### config.mk
export PLATFORM = sky130hd
export DESIGN_NAME = fragment_writer
export DESIGN_NICKNAME = d
export VERILOG_FILES = /design/src/rtl/raster_pkg.sv /design/src/rtl/frag_fifo.sv /design/src/rtl/fragment_writer.sv
export SDC_FILE = /design/constraint.sdc
export NUM_CORES = 1
export LEC_CHECK = 0
export BUFFER_PORTS_ARGS = -buffer_cell sky130_fd_sc_hd__buf_2
export CAP_MARGIN = 20
export CORE_MARGIN = 2
export CORE_UTILIZATION = 45
export CTS_BUF_LIST = sky130_fd_sc_hd__clkbuf_4
export DETAILED_ROUTE_END_ITERATION = 12
export SYNTH_ARGS = -nofsm -noshare
export SYNTH_HDL_FRONTEND = slang
export SYNTH_SLANG_ARGS = --single-unit
### constraint.sdc
create_clock -name clk -period 5.6 [get_ports clk]
set_clock_uncertainty 0.1 [all_clocks]
set_input_delay 0.28 -clock clk [delete_from_list [all_inputs] [get_ports clk]]
set_output_delay 0.28 -clock clk [all_outputs]
set_load 0.005 [all_outputs]
### src/rtl/raster_pkg.sv
// Shared constants and types for the rasterizer back end: framebuffer geometry,
// write-request struct and the fragment writer state encoding.
package raster_pkg;

    localparam int CORD_WIDTH  = 10;
    localparam int ADDR_WIDTH  = 20;
    localparam int COLOR_WIDTH = 16;
    localparam int FB_WIDTH    = 640;
    localparam int FB_HEIGHT   = 480;

    typedef struct packed {
        logic [ADDR_WIDTH-1:0]  addr;
        logic [COLOR_WIDTH-1:0] data;
    } fb_wr_t;

    typedef enum logic [1:0] {
        IDLE   = 2'd0,
        ACTIVE = 2'd1,
        DRAIN  = 2'd2
    } fw_state_t;

    function automatic logic [15:0] sat_inc16(input logic [15:0] v);
        return (v == 16'hFFFF) ? v : v + 16'd1;
    endfunction

endpackage

### src/rtl/frag_fifo.sv
// Show-ahead write buffer for framebuffer writes. Head entry is visible on
// o_dout whenever o_empty is low; a push into a full FIFO survives only if a pop happens too.
module frag_fifo
    import raster_pkg::*;
#(
    parameter int DEPTH = 16
) (
    input  logic   clk,
    input  logic   rst_n,
    input  logic   i_push,
    input  fb_wr_t i_din,
    input  logic   i_pop,
    output fb_wr_t o_dout,
    output logic   o_full,
    output logic   o_empty
);

    localparam int AW = $clog2(DEPTH);

    fb_wr_t      r_mem [DEPTH];
    logic [AW:0] r_wr_ptr;
    logic [AW:0] r_rd_ptr;
    logic        w_pop;
    logic        w_push;

    // Extra pointer bit distinguishes full from empty when the indices match.
    assign o_empty = (r_wr_ptr == r_rd_ptr);
    assign o_full  = (r_wr_ptr[AW] != r_rd_ptr[AW]) &&
                     (r_wr_ptr[AW-1:0] == r_rd_ptr[AW-1:0]);
    assign w_pop   = i_pop && !o_empty;
    assign w_push  = i_push && (!o_full || w_pop);

    always_ff @(posedge clk or negedge rst_n) begin
        if (!rst_n) begin
            r_wr_ptr <= '0;
            r_rd_ptr <= '0;
        end else begin
            if (w_push) r_wr_ptr <= r_wr_ptr + (AW+1)'(1);
            if (w_pop)  r_rd_ptr <= r_rd_ptr + (AW+1)'(1);
        end
    end

    always_ff @(posedge clk) begin
        if (w_push) r_mem[r_wr_ptr[AW-1:0]] <= i_din;
    end

    assign o_dout = r_mem[r_rd_ptr[AW-1:0]];

endmodule

### src/rtl/fragment_writer.sv
// Rasterizer fragment sink: clips fragments, forms linear framebuffer addresses,
// buffers them and issues flat-colour writes, pulsing o_done once fully drained.
module fragment_writer #(
    parameter int CORD_WIDTH  = raster_pkg::CORD_WIDTH,
    parameter int ADDR_WIDTH  = raster_pkg::ADDR_WIDTH,
    parameter int COLOR_WIDTH = raster_pkg::COLOR_WIDTH,
    parameter int FB_WIDTH    = raster_pkg::FB_WIDTH,
    parameter int FB_HEIGHT   = raster_pkg::FB_HEIGHT,
    parameter int FIFO_DEPTH  = 16
) (
    input  logic                         clk,
    input  logic                         rst_n,
    input  logic                         i_start,
    input  logic [COLOR_WIDTH-1:0]       i_color,
    input  logic [ADDR_WIDTH-1:0]        i_fb_base,
    input  logic                         i_frag_valid,
    input  logic signed [CORD_WIDTH-1:0] i_frag_x,
    input  logic signed [CORD_WIDTH-1:0] i_frag_y,
    input  logic                         i_raster_done,
    output logic                         o_mem_wr_valid,
    input  logic                         i_mem_wr_ready,
    output logic [ADDR_WIDTH-1:0]        o_mem_wr_addr,
    output logic [COLOR_WIDTH-1:0]       o_mem_wr_data,
    output logic                         o_busy,
    output logic                         o_done,
    output logic                         o_overflow,
    output logic [15:0]                  o_clip_count
);

    import raster_pkg::*;

    fw_state_t              r_state;
    fw_state_t              w_state_nxt;
    logic                   r_armed;
    logic [ADDR_WIDTH-1:0]  r_base;
    logic [COLOR_WIDTH-1:0] r_color;
    logic                   r_s1_valid;
    logic [ADDR_WIDTH-1:0]  r_s1_addr;
    logic                   r_overflow;
    logic [15:0]            r_clip_count;

    logic                   w_start;
    logic                   w_accept;
    logic                   w_clip;
    logic [ADDR_WIDTH-1:0]  w_addr;
    logic                   w_fifo_full;
    logic                   w_fifo_empty;
    logic                   w_pop;
    logic                   w_drop;
    logic                   w_drained;
    fb_wr_t                 w_fifo_din;
    fb_wr_t                 w_fifo_dout;

    // ---------------- control FSM ----------------
    always_ff @(posedge clk or negedge rst_n) begin
        if (!rst_n) r_state <= IDLE;
        else        r_state <= w_state_nxt;
    end

    always_comb begin
        w_state_nxt = r_state;
        w_start     = 1'b0;
        o_done      = 1'b0;
        case (r_state)
            IDLE: begin
                if (i_start) begin
                    w_state_nxt = ACTIVE;
                    w_start     = 1'b1;
                end
            end
            ACTIVE: begin
                if (r_armed && i_raster_done) w_state_nxt = DRAIN;
            end
            DRAIN: begin
                if (w_drained) begin
                    w_state_nxt = IDLE;
                    o_done      = 1'b1;
                end
            end
            default: w_state_nxt = IDLE;
        endcase
    end

    // The rasterizer still reports done in the start cycle; only a later
    // done after it has been seen low ends the triangle.
    always_ff @(posedge clk or negedge rst_n) begin
        if (!rst_n) begin
            r_armed <= 1'b0;
            r_base  <= '0;
            r_color <= '0;
        end else if (w_start) begin
            r_armed <= 1'b0;
            r_base  <= i_fb_base;
            r_color <= i_color;
        end else if (r_state == ACTIVE && !i_raster_done) begin
            r_armed <= 1'b1;
        end
    end

    // ---------------- stage 1: clip and address ----------------
    assign w_accept = i_frag_valid && (r_state == ACTIVE);
    assign w_clip   = (int'(i_frag_x) < 0) || (int'(i_frag_y) < 0) ||
                      (int'(i_frag_x) >= FB_WIDTH) || (int'(i_frag_y) >= FB_HEIGHT);
    assign w_addr   = r_base
                    + ADDR_WIDTH'($unsigned(i_frag_y)) * ADDR_WIDTH'(FB_WIDTH)
                    + ADDR_WIDTH'($unsigned(i_frag_x));

    always_ff @(posedge clk or negedge rst_n) begin
        if (!rst_n) begin
            r_s1_valid <= 1'b0;
            r_s1_addr  <= '0;
        end else begin
            r_s1_valid <= w_accept && !w_clip;
            if (w_accept && !w_clip) r_s1_addr <= w_addr;
        end
    end

    always_ff @(posedge clk or negedge rst_n) begin
        if (!rst_n)                  r_clip_count <= '0;
        else if (w_start)            r_clip_count <= '0;
        else if (w_accept && w_clip) r_clip_count <= sat_inc16(r_clip_count);
    end

    // ---------------- stage 2: write buffer ----------------
    assign w_fifo_din = '{addr: r_s1_addr, data: r_color};
    assign w_pop      = !w_fifo_empty && i_mem_wr_ready;
    assign w_drop     = r_s1_valid && w_fifo_full && !w_pop;
    assign w_drained  = !r_s1_valid && w_fifo_empty;

    always_ff @(posedge clk or negedge rst_n) begin
        if (!rst_n)       r_overflow <= 1'b0;
        else if (w_start) r_overflow <= 1'b0;
        else if (w_drop)  r_overflow <= 1'b1;
    end

    frag_fifo #(
        .DEPTH(FIFO_DEPTH)
    ) u_fifo (
        .clk     (clk),
        .rst_n   (rst_n),
        .i_push  (r_s1_valid),
        .i_din   (w_fifo_din),
        .i_pop   (i_mem_wr_ready),
        .o_dout  (w_fifo_dout),
        .o_full  (w_fifo_full),
        .o_empty (w_fifo_empty)
    );

    assign o_mem_wr_valid = !w_fifo_empty;
    assign o_mem_wr_addr  = w_fifo_dout.addr;
    assign o_mem_wr_data  = w_fifo_dout.data;
    assign o_busy         = (r_state != IDLE);
    assign o_overflow     = r_overflow;
    assign o_clip_count   = r_clip_count;

endmodule

# Yosys cells after proc, flatten, opt, wreduce, memory -nomap -nowiden
# Memory sizes are Yosys's and may differ from the RTL's.
# Index checks and enable logic that the tools add are counted.
# totals
regBits	87
ram_bits	576
in_bits	62
out_inout_bits	56
wordCells	76
mem_count	1
# classes
add_sub_neg	5
n_mul	1
magnitude_cmp	4
n_eq_ne	10
n_mux	17
n_reduce_logical	28
# mem_list
memory	depth	width	read_ports	rd_clocked_by_memory_dff	write_ports	line	rtl
u_fifo.r_mem	16	36	1	0	1	frag_fifo.sv:20	fb_wr_t r_mem [DEPTH];
# op_table
cell	n
2-to-1 mux 16 bit	3
adder 20 x 10 -> 20 bit	1
adder 20 bit	1
less-than comparator 10 x 1 -> 1 bit (second input constant)	2
adder 16 x 1 -> 16 bit (second input constant)	1
== test 16 bit (second input constant)	1
multiplier 10 x 3 -> 13 bit (second input constant)	1
>= comparator 10 x 11 -> 1 bit (second input constant)	1
logical AND 1 bit	11
adder 5 x 1 -> 5 bit (second input constant)	2
>= comparator 10 bit (second input constant)	1
2-to-1 mux 1 bit	10
!= test 2 bit (second input constant)	4
nonzero test 2 bit	4
zero test 1 bit	6
2-to-1 mux 2 bit	3
case mux 2 bit (3 select lines)	1
== test 5 bit	1
== test 4 bit	1
logical OR 1 bit	4
AND reduction 3 bit	1
== test 2 x 1 -> 1 bit (second input constant)	1
== test 2 bit (second input constant)	1
zero test 2 bit	1
other kinds (2)	2

# Longest topological paths before layout
# Gate-level depths: netlist of the first run.
# logic_depth
depth_word	7
mapped_depth	18

# Modules after synthesis
# Synthesis of the first run repeated with hierarchy kept, for this count alone.
# unflattened
cells_unflattened	1394
hier_area_um2	26865.8
# modules_own_cells
mod	n_inst	cells_per_inst	area_each_um2	seq_area_each_um2
frag_fifo	1	952	22202.5	17546.8
fragment_writer	1	442	4663.2	1926.8

# Worst setup path after synthesis of the first run
# Ideal clock, no wire load.
# synth_path
kind	register to register
from	reg u_fifo.r_wr_ptr[3]
to	mem u_fifo.r_mem[7][0] in the netlist's numbering, enable pin
arrival_time_ns	3.883
setup_slack_ns	1.136
stages_incl_launch_ff	8
n_path_buf	2
period_less_slack_ns	4.464
path_cell_list	dfrtp_1 -> clkbuf_1 -> xnor2_1 -> nand4_1 -> o31a_1 -> buf_2 -> nand2_1 -> nor3b_1
# synth_via
elab_chain_cells	7
# synth_rtl
element	line	rtl
start, declared	frag_fifo.sv:21	logic [AW:0] r_wr_ptr;
start signal, assigned	frag_fifo.sv:38	if (w_push) r_wr_ptr <= r_wr_ptr + (AW+1)'(1);
== test 5 bit / == test 4 bit (equally long branches)	frag_fifo.sv:27, frag_fifo.sv:29	
zero test 1 bit / logical AND 1 bit (equally long branches)	frag_fifo.sv:30, frag_fifo.sv:28	
logical AND 1 bit / zero test 1 bit (equally long branches)	frag_fifo.sv:30, frag_fifo.sv:31	
logical OR 1 bit	frag_fifo.sv:31	assign w_push = i_push && (!o_full || w_pop);
logical AND 1 bit	frag_fifo.sv:31	
2-to-1 mux 1 bit	frag_fifo.sv:44	if (w_push) r_mem[r_wr_ptr[AW-1:0]] <= i_din;
2-to-1 mux 1 bit (not written as such)	frag_fifo.sv:44	
end, declared	frag_fifo.sv:20	
# Parallel ways exist; a longest one is shown, timed or not.

# Final worst setup path of the first run
# layout_path
from	reg u_fifo.r_rd_ptr[1]
to	out o_mem_wr_addr[1]
# layout_via
elab_chain_cells	1
# layout_rtl
element	line	rtl
start, declared	frag_fifo.sv:22	logic [AW:0] r_rd_ptr;
start signal, assigned	frag_fifo.sv:39	if (w_pop) r_rd_ptr <= r_rd_ptr + (AW+1)'(1);
memory (16 x 36 bit)	--	
end, declared	fragment_writer.sv:22	output logic [ADDR_WIDTH-1:0] o_mem_wr_addr,
# No other way between the ends.

==> impl_table.tex, run 1 <==
\begin{tabular}{lr}
\hline
Metric & Value \\
\hline
\multicolumn{2}{l}{\textbf{Cells and area}} \\
\quad Layout cells sized above 1 & 0.334 \\
\quad Area used by multi-input combinational logic & 7060 sq um \\
\quad Area growth from synthesis to layout & 18.8\% \\
\quad Number of cells in the finished layout apart from fillers & 2,663 \\
\quad Number of inserted filler cells in the final layout & 4,768 \\
\quad Total number of nets in the final design & 1,887 \\
\quad Commonest non-fill, non-tap cell in the layout & sky130\_fd\_sc\_hd\_\_edfxtp\_1 \\
\quad Area used by sequential logic in the layout & 19,500 sq um \\
\quad Commonest non-fill, non-tap cells in the layout & 576 x sky130\_fd\_sc\_hd\_\_edfxtp\_1, 270 x sky130\_fd\_sc\_hd\_\_clkbuf\_4, 180 x sky130\_fd\_sc\_hd\_\_mux4\_2, 155 x sky130\_fd\_sc\_hd\_\_nand2\_1, 136 x sky130\_fd\_sc\_hd\_\_dlygate4sd3\_1 \\
\multicolumn{2}{l}{\textbf{Route}} \\
\quad Post-DR wirelength/cell & 22.4 um \\
\quad Count of vias placed by the detailed router & 14.4k \\
\quad Violation count after the first detailed-routing iteration & 905 \\
\quad \# DRC & 0 \\
\quad Vias per inst & 5.39 \\
\quad Number of nets with antenna violations after detailed routing & 0 \\
\quad Final Routed Wirelength & 59,700 um \\
\quad First-pass iteration count of the detailed router & 4 \\
\multicolumn{2}{l}{\textbf{Clock network}} \\
\quad Clock tree root driver cell & sky130\_fd\_sc\_hd\_\_clkbuf\_4 \\
\quad Sink Count & 663 \\
\quad Clock latency on the worst-skew pair & 980 ps \\
\quad Number of setup buffers added after CTS & 0 \\
\quad Cts hold-fix bufs & 137 \\
\quad H-tree lvl count & 4 \\
\quad TritonCTS clock tree & built \\
\quad Number of CTS-inserted buffers & 171 \\
\quad Max Root-Sink Buffers & 3 \\
\quad CTS-repair resized insts & 0 \\
\quad Post-CTS clock slew at the launch and capture registers of the worst setup and hold paths & 60 ps \\
\multicolumn{2}{l}{\textbf{Min path}} \\
\quad Hold Crit Start & i\_mem\_wr\_ready \\
\quad Hold-critical path depth & 4 \\
\quad End point of the worst hold path & u\_fifo.r\_rd\_ptr[0]\$\_DFFE\_PN0P\_ \\
\quad Min-delay worst type & in2reg \\
\multicolumn{2}{l}{\textbf{Power}} \\
\quad Maximum resistive drop on vdd & 0.378 mV \\
\quad Leakage & 11.5 nW \\
\quad Internal power & 0.0107 W \\
\quad Gate power share & 0.284 \\
\quad Sequential Power Share & 0.454 \\
\quad Power per cell area & 484 nW/um\^{}2 \\
\quad Clk pwr share & 0.262 \\
\quad Switch share & 0.307 \\
\quad Sw Pwr & 0.00473 W \\
\multicolumn{2}{l}{\textbf{Die}} \\
\quad Area of the die & 61,600 sq um \\
\quad Effective utilization at floorplan & 0.454 \\
\quad Core area & 59,000 sq um \\
\quad Number of primary I/O pins & 118 \\
\quad Horizontal die dimension & 248 um \\
\quad Site Rows & 89 \\
\quad DIE HEIGHT & 248 um \\
\multicolumn{2}{l}{\textbf{Yosys}} \\
\quad Cell type with the highest aggregate area in the netlist & sky130\_fd\_sc\_hd\_\_edfxtp\_1 \\
\quad Total nets after synthesis & 1,503 \\
\quad Portion of synthesized cell area occupied by the leading cell type & 0.645 \\
\quad Number of synthesized flops with an enable pin & 576 \\
\quad Total of flip-flops plus latches after synthesis & 663 \\
\quad Unique cell type count in the Yosys netlist & 56 \\
\quad Post-synthesis instance area & 26,800 sq um \\
\quad Mean instance size in the synthesized netlist & 19.4 sq um \\
\quad Dominant cells by area after synthesis & sky130\_fd\_sc\_hd\_\_edfxtp\_1 64\%, sky130\_fd\_sc\_hd\_\_mux4\_2 15\%, sky130\_fd\_sc\_hd\_\_dfrtp\_1 8.1\% \\
\quad Top flip-flop cell by instance count after synthesis & sky130\_fd\_sc\_hd\_\_edfxtp\_1 \\
\quad Synth async-reset ratio & 0.131 \\
\quad Total of warnings raised by yosys & 0 \\
\quad Number of standard cells after synthesis & 1,380 \\
\quad Sequential area share after synthesis & 0.726 \\
\multicolumn{2}{l}{\textbf{Global routing}} \\
\quad Via count of the first global-routing pass & 15.6k \\
\quad Remaining global-route overflow & 0 \\
\quad Pin count of the biggest net entering global routing & 102 \\
\quad Wire length of the first global-routing pass & 90,400 um \\
\quad Total global routing track utilization & 0.203 \\
\quad Initial antenna violation count & 2 \\
\multicolumn{2}{l}{\textbf{Place}} \\
\quad Number of buffers added on ports & 117 \\
\quad \# placed instances & 2,227 \\
\quad Hpwl dp & 30,700 um \\
\quad Placer congestion estimate & 0.755 \\
\multicolumn{2}{l}{\textbf{STA}} \\
\quad Highest clock frequency the design can meet & 236 MHz \\
\quad Final number of hold-violating endpoints & 0 \\
\quad Pins over their slew limit & 0 \\
\quad Setup TNS & 0 ps \\
\quad Unrepaired setup endpoints after global routing & no \\
\quad Slew HR & 0.290 \\
\quad Shortest period the worst path allows & 4240 ps \\
\quad Final Setup Violations & 0 \\
\quad Slew at the pin closest to its max-slew limit & 1060 ps \\
\quad Period Utilization, post-route & 0.757 \\
\multicolumn{2}{l}{\textbf{Run status}} \\
\quad Run status & complete, no violations \\
\multicolumn{2}{l}{\textbf{Worst setup path}} \\
\quad Endpoint of the worst register-to-register path & u\_fifo.r\_mem[3][21]\$\_DFFE\_PP\_ \\
\quad Data required, critical path & 5220 ps \\
\quad Type of element capturing the critical path & primary output \\
\quad Critical path startpoint category & flip-flop \\
\quad Largest fanout on the critical path & 54 \\
\quad Setup slack of the most critical reg-to-reg path & 1900 ps \\
\quad Type of the worst setup path & reg2out \\
\quad Beginning of the worst register-to-register path & u\_fifo.r\_rd\_ptr[1]\$\_DFFE\_PN0P\_ \\
\quad Depth of the worst register-to-register path & 6 \\
\quad CP arrival & 3860 ps \\
\multicolumn{2}{l}{\textbf{Job}} \\
\quad Number of violations of the max-capacitance limit & 0 \\
\hline
\end{tabular}
cells in the mapped netlist, types with 10 or more instances:
cell / count
sky130_fd_sc_hd__clkbuf_1: 35
sky130_fd_sc_hd__nand4_1: 10
sky130_fd_sc_hd__dfrtp_1: 87
sky130_fd_sc_hd__nand3_1: 14
sky130_fd_sc_hd__a21oi_1: 24
sky130_fd_sc_hd__o21ai_0: 30
sky130_fd_sc_hd__nor2_1: 22
sky130_fd_sc_hd__edfxtp_1: 576
sky130_fd_sc_hd__inv_1: 17
sky130_fd_sc_hd__mux4_2: 180
sky130_fd_sc_hd__nand2_1: 155
sky130_fd_sc_hd__xnor2_1: 27
sky130_fd_sc_hd__ha_1: 56
sky130_fd_sc_hd__and2_1: 14
sky130_fd_sc_hd__buf_2: 18
sky130_fd_sc_hd__xor2_1: 17
layer usage:
| layer | vias to the layer above | wire length [um] | global-route usage |
|---|---|---|---|
| met5 | - | 0 | 0 |
| met4 | 0 | 1020 | 0.0665 |
| met3 | 71 | 3560 | 0.0547 |
| met2 | 436 | 29200 | 0.327 |
| met1 | 7442 | 26000 | 0.271 |
| li1 | 6415 | - | - |
area by class of cell:
class	instances	share of cell area
sequential	663	0.612
multi-input combinational	636	0.221
timing repair buffer	275	0.0674
clock buffer	270	0.0636
tap	773	0.0304
clock inverter	26	0.00338
inverter	17	0.00200
antenna	3	0.000236
kinds of logic after synthesis:
kind of cell | after synthesis | synth area share
flops | 663 | 0.726
simple gates | 254 | 0.0429
mux | 184 | 0.153
compound gates | 93 | 0.0216
buf+inv | 81 | 0.0125
fa+ha+maj | 61 | 0.0299
xor+xnor | 44 | 0.0144
flip-flops by register name, indices dropped and copies added, names as in the netlist, 2 cells and up:
name             flops
u_fifo.r_mem       576
r_base              20
r_s1_addr           20
o_clip_count        16
r_color             16
u_fifo.r_rd_ptr      5
u_fifo.r_wr_ptr      5
r_state              2
power groups by stage:
stage / clock (W) / sequential (W) / combinational, W
4_1_cts: 0.00417 / 0.00702 / 0.00448
5_1_grt: 0.00442 / 0.00712 / 0.00482
6_report: 0.00404 / 0.00701 / 0.00439
2_1_floorplan: 0 / 0.00672 / 0.00316
3_5_place_dp: 0 / 0.00712 / 0.00424
3_3_place_gp: 0 / 0.00706 / 0.00422
worst max-delay path: stages (launching register included):
cell	delay (ps)
sky130_fd_sc_hd__dfrtp_4	930
sky130_fd_sc_hd__buf_4	780
sky130_fd_sc_hd__mux4_2	420
sky130_fd_sc_hd__mux4_2	530
sky130_fd_sc_hd__buf_2	160
worst max-delay path by stage:
stage / startpoint / end / slack (ps) / depth (start not counted)
final: u_fifo.r_rd_ptr[1]$_DFFE_PN0P_ / o_mem_wr_addr[1] / 1360 / 4
after global routing: u_fifo.r_rd_ptr[1]$_DFFE_PN0P_ / o_mem_wr_addr[1] / 1140 / 4
after CTS: u_fifo.r_rd_ptr[1]$_DFFE_PN0P_ / o_mem_wr_addr[18] / 1160 / 4
after detailed placement: i_frag_y[1] / r_s1_addr[18]$_DFFE_PN0P_ / 1450 / 19
after global placement: i_frag_y[1] / r_s1_addr[18]$_DFFE_PN0P_ / 1530 / 19
after floorplan: u_fifo.r_wr_ptr[3]$_DFFE_PN0P_ / u_fifo.r_mem[7][0]$_DFFE_PP_ / 1140 / 7
per-stage QoR:
stage / setup WS [ps] / instance area, sq um / power (W) / util / hold slack, ps
floorplan: 1140 / 26800 / 0.00988 / - / -116
global placement: 1530 / 28300 / 0.0113 / 0.480 / 216
detailed placement: 1450 / 28300 / 0.0114 / 0.480 / 220
CTS: 1160 / 31900 / 0.0157 / 0.540 / 94.9
global route: 1140 / 31900 / 0.0164 / 0.540 / 151
finish: 1360 / 31900 / 0.0154 / 0.540 / 233
Note: power is estimated with default switching activity, not from simulation.
==> run 2: changes to the inputs <==
--- a/config.mk
+++ b/config.mk
@@ -5,6 +5,7 @@
 export SDC_FILE = /design/constraint.sdc
 export NUM_CORES = 1
 export LEC_CHECK = 0
+export ABC_AREA = 1
 export BUFFER_PORTS_ARGS = -buffer_cell sky130_fd_sc_hd__buf_2
 export CAP_MARGIN = 20
 export CORE_MARGIN = 2
==> constraint.sdc (replaced) <==
create_clock -name clk -period 3.85 [get_ports clk]
set_clock_uncertainty 0.1 [all_clocks]
set_input_delay 0.1925 -clock clk [delete_from_list [all_inputs] [get_ports clk]]
set_output_delay 0.1925 -clock clk [all_outputs]
set_load 0.005 [all_outputs]
==> run 2 against run 1 <==
  * Sequential share of layout area shrank 3.5 points
  * Sequential power grew 46%
  * Final cell count grew 39%
  * Global-route usage grew 2.9 points
  * Wire length grew 22%
  * Worst hold slack lost 100 ps
  * Count of clock-buffer cells in the layout shrank 23
  * Die area grew 4.7%
  * Flip-flop and latch count is the same
  * Synthesized cell count grew 71%
  * Clock power grew 52%
  * Via count grew 39%
  * Critical endpoint is now r_s1_addr[19]$_DFFE_PN0P_
==> impl_table.tex, run 2 <==
\begin{tabular}{lr}
\hline
Metric & Value \\
\hline
\multicolumn{2}{l}{\textbf{Die}} \\
\quad Effective utilization at floorplan & 0.455 \\
\quad Horizontal die dimension & 254 um \\
\quad DIE HEIGHT & 254 um \\
\quad Core area & 61,700 sq um \\
\quad Site Rows & 91 \\
\quad Area of the die & 64,500 sq um \\
\quad Number of primary I/O pins & 118 \\
\multicolumn{2}{l}{\textbf{Power}} \\
\quad Switch share & 0.371 \\
\quad Power per cell area & 732 nW/um\^{}2 \\
\quad Internal power & 0.0156 W \\
\quad Post-layout total power & 0.0247 W \\
\quad Sequential Power Share & 0.411 \\
\quad Gate power share & 0.342 \\
\quad Sw Pwr & 0.00919 W \\
\quad Clk pwr share & 0.248 \\
\quad Leakage & 12.6 nW \\
\quad Maximum resistive drop on vdd & 0.406 mV \\
\multicolumn{2}{l}{\textbf{Cells and area}} \\
\quad Commonest non-fill, non-tap cell in the layout & sky130\_fd\_sc\_hd\_\_edfxtp\_1 \\
\quad Post-route standard cell area excluding fillers & 33,800 sq um \\
\quad Number of inserted filler cells in the final layout & 5,257 \\
\quad Total number of nets in the final design & 2,856 \\
\quad Core occupancy in the finished layout & 0.548 \\
\quad Number of cells in the finished layout apart from fillers & 3,702 \\
\quad Number of flip-flops in the largest register & 576 \\
\quad Layout cells sized above 1 & 0.166 \\
\quad Area growth from synthesis to layout & 20.3\% \\
\quad Commonest non-fill, non-tap cells in the layout & 576 x sky130\_fd\_sc\_hd\_\_edfxtp\_1, 434 x sky130\_fd\_sc\_hd\_\_nor2\_1, 369 x sky130\_fd\_sc\_hd\_\_nand2\_1, 247 x sky130\_fd\_sc\_hd\_\_clkbuf\_4, 226 x sky130\_fd\_sc\_hd\_\_o21ai\_0 \\
\multicolumn{2}{l}{\textbf{Yosys}} \\
\quad Portion of synthesized cell area occupied by the leading cell type & 0.616 \\
\quad Total nets after synthesis & 2,477 \\
\quad Dominant cells by area after synthesis & sky130\_fd\_sc\_hd\_\_edfxtp\_1 62\%, sky130\_fd\_sc\_hd\_\_dfrtp\_1 7.7\%, sky130\_fd\_sc\_hd\_\_nor2\_1 6.1\% \\
\quad Top flip-flop cell by instance count after synthesis & sky130\_fd\_sc\_hd\_\_edfxtp\_1 \\
\quad Number of standard cells after synthesis & 2,354 \\
\quad Synth async-reset ratio & 0.131 \\
\quad Total of flip-flops plus latches after synthesis & 663 \\
\quad Unique cell type count in the Yosys netlist & 39 \\
\quad Xor and xnor area share after synthesis & 0.0118 \\
\quad Total of warnings raised by yosys & 0 \\
\quad Cell type with the highest aggregate area in the netlist & sky130\_fd\_sc\_hd\_\_edfxtp\_1 \\
\quad Combinational family with the most area after synthesis & simple AND/OR/NAND/NOR gates \\
\quad Post-synthesis instance area & 28,100 sq um \\
\quad Multiplexer fraction of the synthesized cell area & 0.00748 \\
\quad Adder-cell area share of the yosys netlist & 0.0285 \\
\quad Compound-Gate Fraction of Synth Area & 0.0928 \\
\quad Number of synthesized flops with an enable pin & 576 \\
\quad Simple-gate portion of the synthesized area & 0.136 \\
\quad Top-count cell post-synth & sky130\_fd\_sc\_hd\_\_edfxtp\_1 \\
\quad Sequential area share after synthesis & 0.693 \\
\quad Mean instance size in the synthesized netlist & 11.9 sq um \\
\quad Most used standard cells in the synthesized netlist & 576 x sky130\_fd\_sc\_hd\_\_edfxtp\_1, 453 x sky130\_fd\_sc\_hd\_\_nor2\_1, 370 x sky130\_fd\_sc\_hd\_\_nand2\_1 \\
\multicolumn{2}{l}{\textbf{Place}} \\
\quad Hpwl dp & 37,700 um \\
\quad \# placed instances & 3,225 \\
\quad Number of buffers added on ports & 117 \\
\quad Placer congestion estimate & 0.910 \\
\quad Placed Area & 29,700 sq um \\
\multicolumn{2}{l}{\textbf{Clock network}} \\
\quad H-tree lvl count & 4 \\
\quad TritonCTS clock tree & built \\
\quad Clock tree root driver cell & sky130\_fd\_sc\_hd\_\_clkbuf\_4 \\
\quad Max Root-Sink Buffers & 3 \\
\quad Number of setup buffers added after CTS & 0 \\
\quad Clock latency on the worst-skew pair & 1000 ps \\
\quad Post-CTS clock slew at the launch and capture registers of the worst setup and hold paths & 60 ps \\
\quad Number of CTS-inserted buffers & 166 \\
\quad Sink Count & 663 \\
\multicolumn{2}{l}{\textbf{STA}} \\
\quad Period Utilization, post-route & 0.979 \\
\quad Setup TNS & 0 ps \\
\quad Highest clock frequency the design can meet & 265 MHz \\
\quad Slew HR & 0.359 \\
\quad Slew at the pin closest to its max-slew limit & 960 ps \\
\quad Final Setup Violations & 0 \\
\quad Final number of hold-violating endpoints & 0 \\
\quad Shortest period the worst path allows & 3770 ps \\
\quad Unrepaired setup endpoints after global routing & yes \\
\quad Pins over their slew limit & 0 \\
\multicolumn{2}{l}{\textbf{Worst setup path}} \\
\quad Largest fanout on the critical path & 5 \\
\quad Type of element capturing the critical path & flip-flop \\
\quad CP arrival & 4570 ps \\
\quad Critical path startpoint category & input port \\
\quad CP delay by family, top & buffers and inverters \\
\quad Critical path cell sequence & dlygate4sd3\_1, buf\_2, ha\_1, ha\_1, nand2\_1, dlygate4sd3\_1, a21boi\_0, dlygate4sd3\_1, nand4\_1, dlygate4sd3\_1, nand3\_1, dlygate4sd3\_1, nand3\_1, dlygate4sd3\_1, nand2\_1 \\
\quad Type of the worst setup path & in2reg \\
\quad Cell type of the slowest stage on the worst timing path & sky130\_fd\_sc\_hd\_\_dlygate4sd3\_1 \\
\quad Buffers \& Inverters on Critical Path & 7 \\
\quad Setup slack of the most critical reg-to-reg path & 140 ps \\
\quad Crit-path most repeated cell & sky130\_fd\_sc\_hd\_\_dlygate4sd3\_1 \\
\quad Data required, critical path & 4650 ps \\
\quad Delay of the slowest critical-path stage & 590 ps \\
\multicolumn{2}{l}{\textbf{Route}} \\
\quad \# DRC & 0 \\
\quad First-pass iteration count of the detailed router & 8 \\
\quad Count of vias placed by the detailed router & 20.0k \\
\quad Vias per inst & 5.41 \\
\quad Final Routed Wirelength & 73,200 um \\
\quad Post-DR wirelength/cell & 19.8 um \\
\quad Violation count after the first detailed-routing iteration & 1,796 \\
\quad Number of nets with antenna violations after detailed routing & 0 \\
\multicolumn{2}{l}{\textbf{Run status}} \\
\quad Run status & complete, no violations \\
\multicolumn{2}{l}{\textbf{Job}} \\
\quad Number of violations of the max-capacitance limit & 0 \\
\multicolumn{2}{l}{\textbf{Global routing}} \\
\quad Initial antenna violation count & 1 \\
\quad Wire length of the first global-routing pass & 113,000 um \\
\quad Via count of the first global-routing pass & 20.0k \\
\quad Pin count of the biggest net entering global routing & 94 \\
\quad Remaining global-route overflow & 0 \\
\quad Total global routing track utilization & 0.232 \\
\multicolumn{2}{l}{\textbf{Min path}} \\
\quad Min-delay worst type & in2reg \\
\hline
\end{tabular}
## run 2: changes by cell type after synthesis, moves of 41 or more
cell	previous run	this run
sky130_fd_sc_hd__o21ai_0	30	227
sky130_fd_sc_hd__nor2_1	22	453
sky130_fd_sc_hd__clkbuf_1	35	76
sky130_fd_sc_hd__inv_1	17	60
sky130_fd_sc_hd__o32ai_1	0	72
sky130_fd_sc_hd__o211ai_1	5	52
sky130_fd_sc_hd__mux4_2	180	0
sky130_fd_sc_hd__nand2_1	155	370
sky130_fd_sc_hd__nand3_1	14	100
## run 2: per-stage QoR
step                      worst slack, ps  hold slack [ps]
after global routing                -94.1             99.5
after detailed placement              133              255
after global placement                143              251
final                                81.8              133
after floorplan                       572             -203
after CTS                            59.4             10.0
## run 2: final timing paths
kind / startpoint / cells after the start / endpoint
setup / recovery: i_frag_y[9] / 15 / r_s1_addr[19]$_DFFE_PN0P_
hold / removal: i_frag_y[0] / 6 / r_s1_addr[8]$_DFFE_PN0P_
setup reg to reg: r_base[9]$_DFFE_PN0P_ / 15 / r_s1_addr[19]$_DFFE_PN0P_
hold reg to reg: o_overflow$_DFFE_PN0P_ / 2 / o_overflow$_DFFE_PN0P_
max in group asynchronous: rst_n / 4 / u_fifo.r_rd_ptr[1]$_DFFE_PN0P_
min in group asynchronous: rst_n / 4 / u_fifo.r_rd_ptr[4]$_DFFE_PN0P_
## run 2: power by group through the flow
stage                     logic (W)  clock network [W]  registers, W
final                       0.00845            0.00613        0.0102
after detailed placement    0.00777                  0        0.0103
after CTS                   0.00840            0.00627        0.0101
after global routing        0.00944            0.00664        0.0103
after floorplan             0.00534                  0       0.00983
after global placement      0.00767                  0        0.0102
## run 2: layout make-up
type	instances	area, sq um	area share
inverters	67	259	0.00766
repair buffers	339	2840	0.0839
diodes	2	5.00	0.000148
flip-flops and latches	663	19500	0.576
clock inverters	51	368	0.0109
well taps	837	1050	0.0310
clock buffers	247	1850	0.0548
multi-input cells	1496	7960	0.235
## run 2: kinds of logic after synthesis
| logic type | after synthesis |
|---|---|
| buffers and inverters | 195 |
| multiplexers | 21 |
| AND/OR/NAND/NOR | 958 |
| AO/OA/AOI/OAI | 419 |
| flip-flops | 663 |
| XOR/XNOR | 37 |
| adder cells (fa/ha/maj) | 61 |
## run 2: tightest hold or removal path, cell delays in order
cell	delay [ps]
sky130_fd_sc_hd__buf_2	120
sky130_fd_sc_hd__fa_1	210
sky130_fd_sc_hd__ha_1	280
sky130_fd_sc_hd__inv_1	80
sky130_fd_sc_hd__xor2_1	110
sky130_fd_sc_hd__o21ai_0	150
## run 2: routing by layer
| layer | GRT usage | vias to the layer above | part of all wire |
|---|---|---|---|
| met1 | 0.310 | 9838 | 0.42 |
| met5 | 0 | - | 0 |
| met2 | 0.382 | 746 | 0.49 |
| li1 | - | 9331 | - |
| met4 | 0.0713 | 0 | 0.017 |
| met3 | 0.0484 | 103 | 0.070 |
## run 2: timing repair
action,4_1_cts,5_1_grt
gates resized for setup,4,16
setup endpoints to repair,21,7
hold buffers,176,0
hold endpoints to repair,174,0
pin swaps,0,1
gates cloned,1,0
